$ cat src/rtl/plic_gateway.sv
// rtl/plic_gateway.sv - PLIC interrupt gateway: synchronise, edge/level qualify, hold in service
//
// Purpose: turns each raw interrupt line into a single pending request for the
// register file, blocks re-requests while the source is in service, and counts
// edges that arrive during service so they are replayed after completion.
//
// Ports:
//   clk, rstn      clock, asynchronous active-low reset
//   src            raw asynchronous lines, bit k = source k+1
//   el             trigger mode per source (1 = edge), bit s = source s, bit 0 unused
//   ip             pending vector, bit k = source k+1, straight from state flops
//   claim/complete per-target one-cycle strobes qualified by id[t]
//   id             per-target source ID (0 = none)
//   edge_drop      one-cycle pulse when an edge is lost to a saturated counter

module plic_gateway #(
  parameter int SOURCES      = 8,
  parameter int SOURCES_BITS = 4,
  parameter int TARGETS      = 1,
  parameter int SYNC_STAGES  = 2,
  parameter int MAX_EDGE_CNT = 7,
  parameter int CNT_BITS     = 3
) (
  input  logic                    clk,
  input  logic                    rstn,
  input  logic [SOURCES-1:0]      src,
  input  logic [SOURCES:0]        el,
  output logic [SOURCES-1:0]      ip,
  input  logic [TARGETS-1:0]      claim,
  input  logic [TARGETS-1:0]      complete,
  input  logic [SOURCES_BITS-1:0] id [TARGETS],
  output logic [SOURCES-1:0]      edge_drop
);

  typedef enum logic [1:0] {
    IDLE    = 2'd0,
    PENDING = 2'd1,
    INSERV  = 2'd2
  } state_e;

  localparam logic [CNT_BITS-1:0] CNT_MAX = CNT_BITS'(MAX_EDGE_CNT);
  localparam logic [CNT_BITS-1:0] CNT_ONE = CNT_BITS'(1);

  logic [SOURCES-1:0]  sync_q [SYNC_STAGES];
  logic [SOURCES-1:0]  sync_d [SYNC_STAGES];
  logic [SOURCES-1:0]  s_prev_q, s_prev_d;
  logic [SOURCES-1:0]  s_sync, rise;
  logic [SOURCES-1:0]  claim_hit, complete_hit;
  logic [SOURCES-1:0]  drop_q, drop_d;
  state_e              state_q [SOURCES];
  state_e              state_d [SOURCES];
  logic [CNT_BITS-1:0] cnt_q [SOURCES];
  logic [CNT_BITS-1:0] cnt_d [SOURCES];

  // el[0] has no source attached.
  logic unused_el0;
  assign unused_el0 = el[0];

  // Synchroniser chain and rising-edge detect on the synchronised line.
  always_comb begin
    sync_d[0] = src;
    for (int i = 1; i < SYNC_STAGES; i++) begin
      sync_d[i] = sync_q[i-1];
    end
  end

  assign s_sync   = sync_q[SYNC_STAGES-1];
  assign s_prev_d = s_sync;
  assign rise     = s_sync & ~s_prev_q;

  // Decode strobes into per-source hits. ID 0 and out-of-range IDs never
  // match any source, so they are ignored without extra logic. Several
  // targets hitting the same source collapse into one hit.
  always_comb begin
    claim_hit    = '0;
    complete_hit = '0;
    for (int k = 0; k < SOURCES; k++) begin
      for (int t = 0; t < TARGETS; t++) begin
        if (claim[t] && (id[t] == SOURCES_BITS'(k + 1))) begin
          claim_hit[k] = 1'b1;
        end
        if (complete[t] && (id[t] == SOURCES_BITS'(k + 1))) begin
          complete_hit[k] = 1'b1;
        end
      end
    end
  end

  // Per-source FSM and deferred-edge counter.
  always_comb begin
    drop_d = '0;
    for (int k = 0; k < SOURCES; k++) begin
      state_d[k] = state_q[k];
      cnt_d[k]   = cnt_q[k];

      case (state_q[k])
        IDLE: begin
          if (el[k+1]) begin
            // A fresh edge takes priority; stored edges wait for the next round.
            if (rise[k]) begin
              state_d[k] = PENDING;
            end else if (cnt_q[k] != '0) begin
              state_d[k] = PENDING;
              cnt_d[k]   = cnt_q[k] - CNT_ONE;
            end
          end else if (s_sync[k]) begin
            state_d[k] = PENDING;
          end
        end
        PENDING: begin
          if (claim_hit[k]) begin
            state_d[k] = INSERV;
          end
        end
        INSERV: begin
          if (complete_hit[k]) begin
            state_d[k] = IDLE;
          end
        end
        default: state_d[k] = IDLE;
      endcase

      // Edges seen while the source is busy are banked for later replay.
      if (el[k+1] && (state_q[k] != IDLE) && rise[k]) begin
        if (cnt_q[k] == CNT_MAX) begin
          drop_d[k] = 1'b1;
        end else begin
          cnt_d[k] = cnt_q[k] + CNT_ONE;
        end
      end

      if (!el[k+1]) begin
        cnt_d[k] = '0;
      end
    end
  end

  always_ff @(posedge clk or negedge rstn) begin
    if (!rstn) begin
      for (int i = 0; i < SYNC_STAGES; i++) begin
        sync_q[i] <= '0;
      end
      s_prev_q <= '0;
      drop_q   <= '0;
      for (int k = 0; k < SOURCES; k++) begin
        state_q[k] <= IDLE;
        cnt_q[k]   <= '0;
      end
    end else begin
      for (int i = 0; i < SYNC_STAGES; i++) begin
        sync_q[i] <= sync_d[i];
      end
      s_prev_q <= s_prev_d;
      drop_q   <= drop_d;
      for (int k = 0; k < SOURCES; k++) begin
        state_q[k] <= state_d[k];
        cnt_q[k]   <= cnt_d[k];
      end
    end
  end

  always_comb begin
    ip = '0;
    for (int k = 0; k < SOURCES; k++) begin
      ip[k] = (state_q[k] == PENDING);
    end
  end

  assign edge_drop = drop_q;

endmodule

$ cat config.mk
export PLATFORM = sky130hd
export DESIGN_NAME = plic_gateway
export DESIGN_NICKNAME = d
export VERILOG_FILES = /design/src/rtl/plic_gateway.sv
export SDC_FILE = /design/constraint.sdc
export NUM_CORES = 1
export LEC_CHECK = 0
export ABC_CLOCK_PERIOD_IN_PS = 2900
export CELL_PAD_IN_SITES_DETAIL_PLACEMENT = 1
export CELL_PAD_IN_SITES_GLOBAL_PLACEMENT = 2
export CORE_MARGIN = 5
export CORE_UTILIZATION = 39
export CTS_BUF_LIST = sky130_fd_sc_hd__clkbuf_4 sky130_fd_sc_hd__clkbuf_8 sky130_fd_sc_hd__clkbuf_16
export DETAILED_ROUTE_END_ITERATION = 8
export GPL_TIMING_DRIVEN = 0
export PLACE_DENSITY = 0.9
export SLEW_MARGIN = 20
export SYNTH_ARGS = -nofsm -noshare
export SYNTH_HDL_FRONTEND = slang
export SYNTH_SLANG_ARGS = --single-unit
$ cat constraint.sdc
create_clock -name clk -period 2.9 [get_ports clk]
set_clock_uncertainty 0.15 [all_clocks]
set_input_delay 0.58 -clock clk [delete_from_list [all_inputs] [get_ports clk]]
set_output_delay 0.58 -clock clk [all_outputs]
set_load 0.02 [all_outputs]
==> results.py, run 1 <==
metrics = {
    "status": {
        "status": "finished, final reports clean",
    },
    "clocking": {
        "cts_resized": 0,
        "cts_tree": "yes",
        "cts.clk_slew.worst_paths_ns": 0.07,
        "clockBufferDepth": 2,
        "worstSkewPairLatency_ns": 0.36,
        "cts_made_buffers": 9,
        "cts.sinks": 72,
        "clock-root-buffer": "clkbuf_8",
        "htreeDepth": 3,
    },
    "floorplanning": {
        "rows": 35,
        "die_y_um": 108,
        "core_mm2": 0.00933,
        "initial_utilization_pct": 40.4,
        "die_x_um": 108,
        "ios": 41,
        "dieArea_mm2": 0.0117,
    },
    "worst_setup_path": {
        "cp.required_ns": 2.17,
        "crit_chain": "nor2b_1 > buf_4 > clkdlybuf4s50_1",
        "end_kind": "output port",
        "start_kind": "flip-flop",
        "slowest_delay_ns": 0.59,
        "critPathBufInv": 2,
        "crit_fanout": 5,
        "path_class": "reg2out",
        "cp_top_family": "buffers and inverters",
        "crit_path_top_delay_cell": "clkdlybuf4s50_1",
        "arrival_ns": 1.79,
    },
    "placed_design": {
        "post-dp-hpwl_um": 6330,
        "dpl_cell_area_mm2": 0.00435,
        "gp_congestion": 0.787,
        "dpl.cell_count": 542,
        "port_buffers": 39,
        "place_ws_ns": 0.398,
    },
    "cells_and_area": {
        "final_cells": 558,
        "final_cell_area_mm2": 0.00455,
        "antenna_cells": 0,
        "drive_gt1_share_pct": 8.16,
        "area_delta_synth_final_pct": 20.7,
        "final_nets": 482,
    },
    "route": {
        "wire_per_inst_um": 14.8,
        "wl_um": 8250,
        "dr.pass1.iters": 4,
        "vias": 2892,
        "antenna_left": 0,
        "drt_iter0_markers": 57,
        "drc_errors": 0,
        "viasPerCell": 5.18,
    },
    "grt": {
        "grt_pass1_wl_um": 13800,
        "grt_overflow_total": 0,
        "grtUsageTotal_pct": 15.0,
        "grt_max_degree": 53,
        "grt_antenna_before_repair": 0,
        "grt_pass1_vias": 2973,
    },
    "timing": {
        "drv_slew": 0,
        "min_period_ns": 2.52,
        "fin_crit_sh_pct": 86.9,
        "fmax_mhz": 397,
        "holdWs_ns": 0.200,
        "setup_viol": 0,
        "fin_ws_ns": 0.379,
        "final_hold_viol_count": 0,
        "rsz0062_at_grt": "false",
        "max-slew-margin-rel_pct": 53.3,
        "worst_pin_slew_ns": 0.695,
    },
    "yosys": {
        "synth_most_common_cell": "dfrtp_1",
        "synth_top_family_by_area": "simple AND/OR/NAND/NOR gates",
        "synth_cells": 373,
        "async_flop_share_pct": 100,
        "muxShareOfSynthArea_pct": 2.69,
        "netlist_area_mm2": 0.00377,
        "synth-compound-area-share_pct": 13.4,
        "synth_simple_gate_area_share_pct": 20.6,
        "synth_top_area_share_pct": 47.8,
        "syn_nets": 430,
        "synthXorXnorAreaFrac_pct": 0,
        "synth_flop_cell": "dfrtp_1",
        "synth.top_cells.by_area": "dfrtp_1, ha_1, nand2b_1, nor3_1, nor2_1",
        "synth_edf_count": 0,
        "yosys_warnings": 0,
        "synth.distinct_cells": 37,
        "ys_ff_latch": 72,
        "yosysSeqAreaShare_pct": 47.8,
        "netlist_top_cells_count": "dfrtp_1, ha_1, nor2_1, inv_1",
        "post-synth-top-area-cell": "dfrtp_1",
        "synth_area_per_cell_um2": 10.1,
        "yosys.area_share.adder_pct": 10.6,
    },
    "pwr": {
        "power.leakage_uw": 0.00202,
        "p_per_area_mw_per_mm2": 537,
        "ir_drop_uv": 259,
    },
    "run": {
        "max_cap_violations": 0,
    },
    "hold_path": {
        "hold_path_class": "reg2reg",
    },
}
sequential cells by signal, summed over array words and instances (netlist names):
name       flops
sync_d         8
state_q       16
s_prev_d       8
edge_drop      8
s_prev_q       8
cnt_q         24
stage by stage:
| stage | power, uW | util (%) | TNS [ns] |
|---|---|---|---|
| after floorplan | 1480 | - | 0 |
| after global placement | 1630 | 46.3 | -105.31 |
| after detailed placement | 1670 | 46.6 | 0 |
| after CTS | 2480 | 48.8 | 0 |
| after global routing | 2590 | 48.8 | 0 |
| final | 2440 | 48.8 | 0 |
report_power, final:
group	internal [uW]	switching, uW
logic	238	272
registers	1070	64.1
clock network	434	364
total	1740	700
path summary, 6_finish.rpt:
| kind | from | endpoint | slack [ns] | depth (start not counted) |
|---|---|---|---|---|
| hold / removal | sync_d[5]$_DFF_PN0_ | s_prev_d[5]$_DFF_PN0_ | 0.20 | 0 |
| setup reg to reg | cnt_q[15]$_DFF_PN0_ | cnt_q[16]$_DFF_PN0_ | 0.77 | 6 |
| hold reg to reg | sync_d[5]$_DFF_PN0_ | s_prev_d[5]$_DFF_PN0_ | 0.20 | 0 |
| max in group asynchronous | rstn | cnt_q[7]$_DFF_PN0_ | 1.54 | 3 |
| setup / recovery | state_q[14]$_DFFE_PN0P_ | ip[0] | 0.38 | 3 |
| min in group asynchronous | rstn | cnt_q[15]$_DFF_PN0_ | 0.51 | 2 |
what timing repair did:
item,CTS,global route
buffers inserted,0,0
hold endpoints to repair,20,0
hold buffers,1,0
layer usage:
layer	GRT usage, %	routed length, um
met5	0	0
met2	26.5	4260
met4	5.50	148
met1	17.1	3520
met3	4.72	317
cells in the final DEF, fill, tap and decap left out, types with 3 or more instances in the layout:
| cell | n |
|---|---|
| nand2_1 | 19 |
| o22ai_1 | 3 |
| clkdlybuf4s50_1 | 38 |
| a31o_2 | 3 |
| or4_1 | 3 |
| mux2i_1 | 9 |
| o21a_1 | 4 |
| or3_1 | 3 |
| nand3_1 | 10 |
| nor2b_1 | 10 |
| buf_4 | 9 |
| a21oi_1 | 13 |
| a221oi_1 | 7 |
| nor4_1 | 9 |
| nor2_1 | 30 |
| clkbuf_8 | 10 |
| o21ai_0 | 11 |
| inv_1 | 29 |
| nand2b_1 | 25 |
| a311oi_1 | 3 |
| a211o_1 | 3 |
| and3_1 | 6 |
| a211oi_1 | 12 |
| nor3_1 | 25 |
| dfrtp_1 | 72 |
| and4_1 | 3 |
| o2bb2ai_1 | 7 |
| ha_1 | 32 |
worst reg2reg max path, stage by stage (launching register included):
cell	delay (ns)
dfrtp_1	0.39
inv_1	0.08
ha_1	0.22
nor2b_1	0.15
a2111oi_1	0.52
mux2_2	0.41
a21oi_1	0.14
cells by family after synthesis:
group           after synthesis
simple gates                147
flops                        72
compound gates               71
buf+inv                      41
fa+ha+maj                    32
mux                          10
cell type report:
type | count | area, um2
fillers | 1073 | 4770
flip-flops and latches | 72 | 1800
multi-input cells | 260 | 1780
repair buffers | 41 | 425
well taps | 129 | 161
clock buffers | 12 | 153
inverters | 31 | 116
plain buffers | 10 | 70.1
clock inverters | 3 | 42.5
Note: power is estimated with default switching activity, not from simulation.
==> run 2: changes to the inputs <==
--- a/config.mk
+++ b/config.mk
@@ -11,6 +11,7 @@
 export CORE_MARGIN = 5
 export CORE_UTILIZATION = 39
 export CTS_BUF_LIST = sky130_fd_sc_hd__clkbuf_4 sky130_fd_sc_hd__clkbuf_8 sky130_fd_sc_hd__clkbuf_16
+export CTS_CLUSTER_SIZE = 8
 export DETAILED_ROUTE_END_ITERATION = 8
 export GPL_TIMING_DRIVEN = 0
 export PLACE_DENSITY = 0.9
==> results of run 2 <==
Final layout, timing and power as in run 1 (identical DEF).
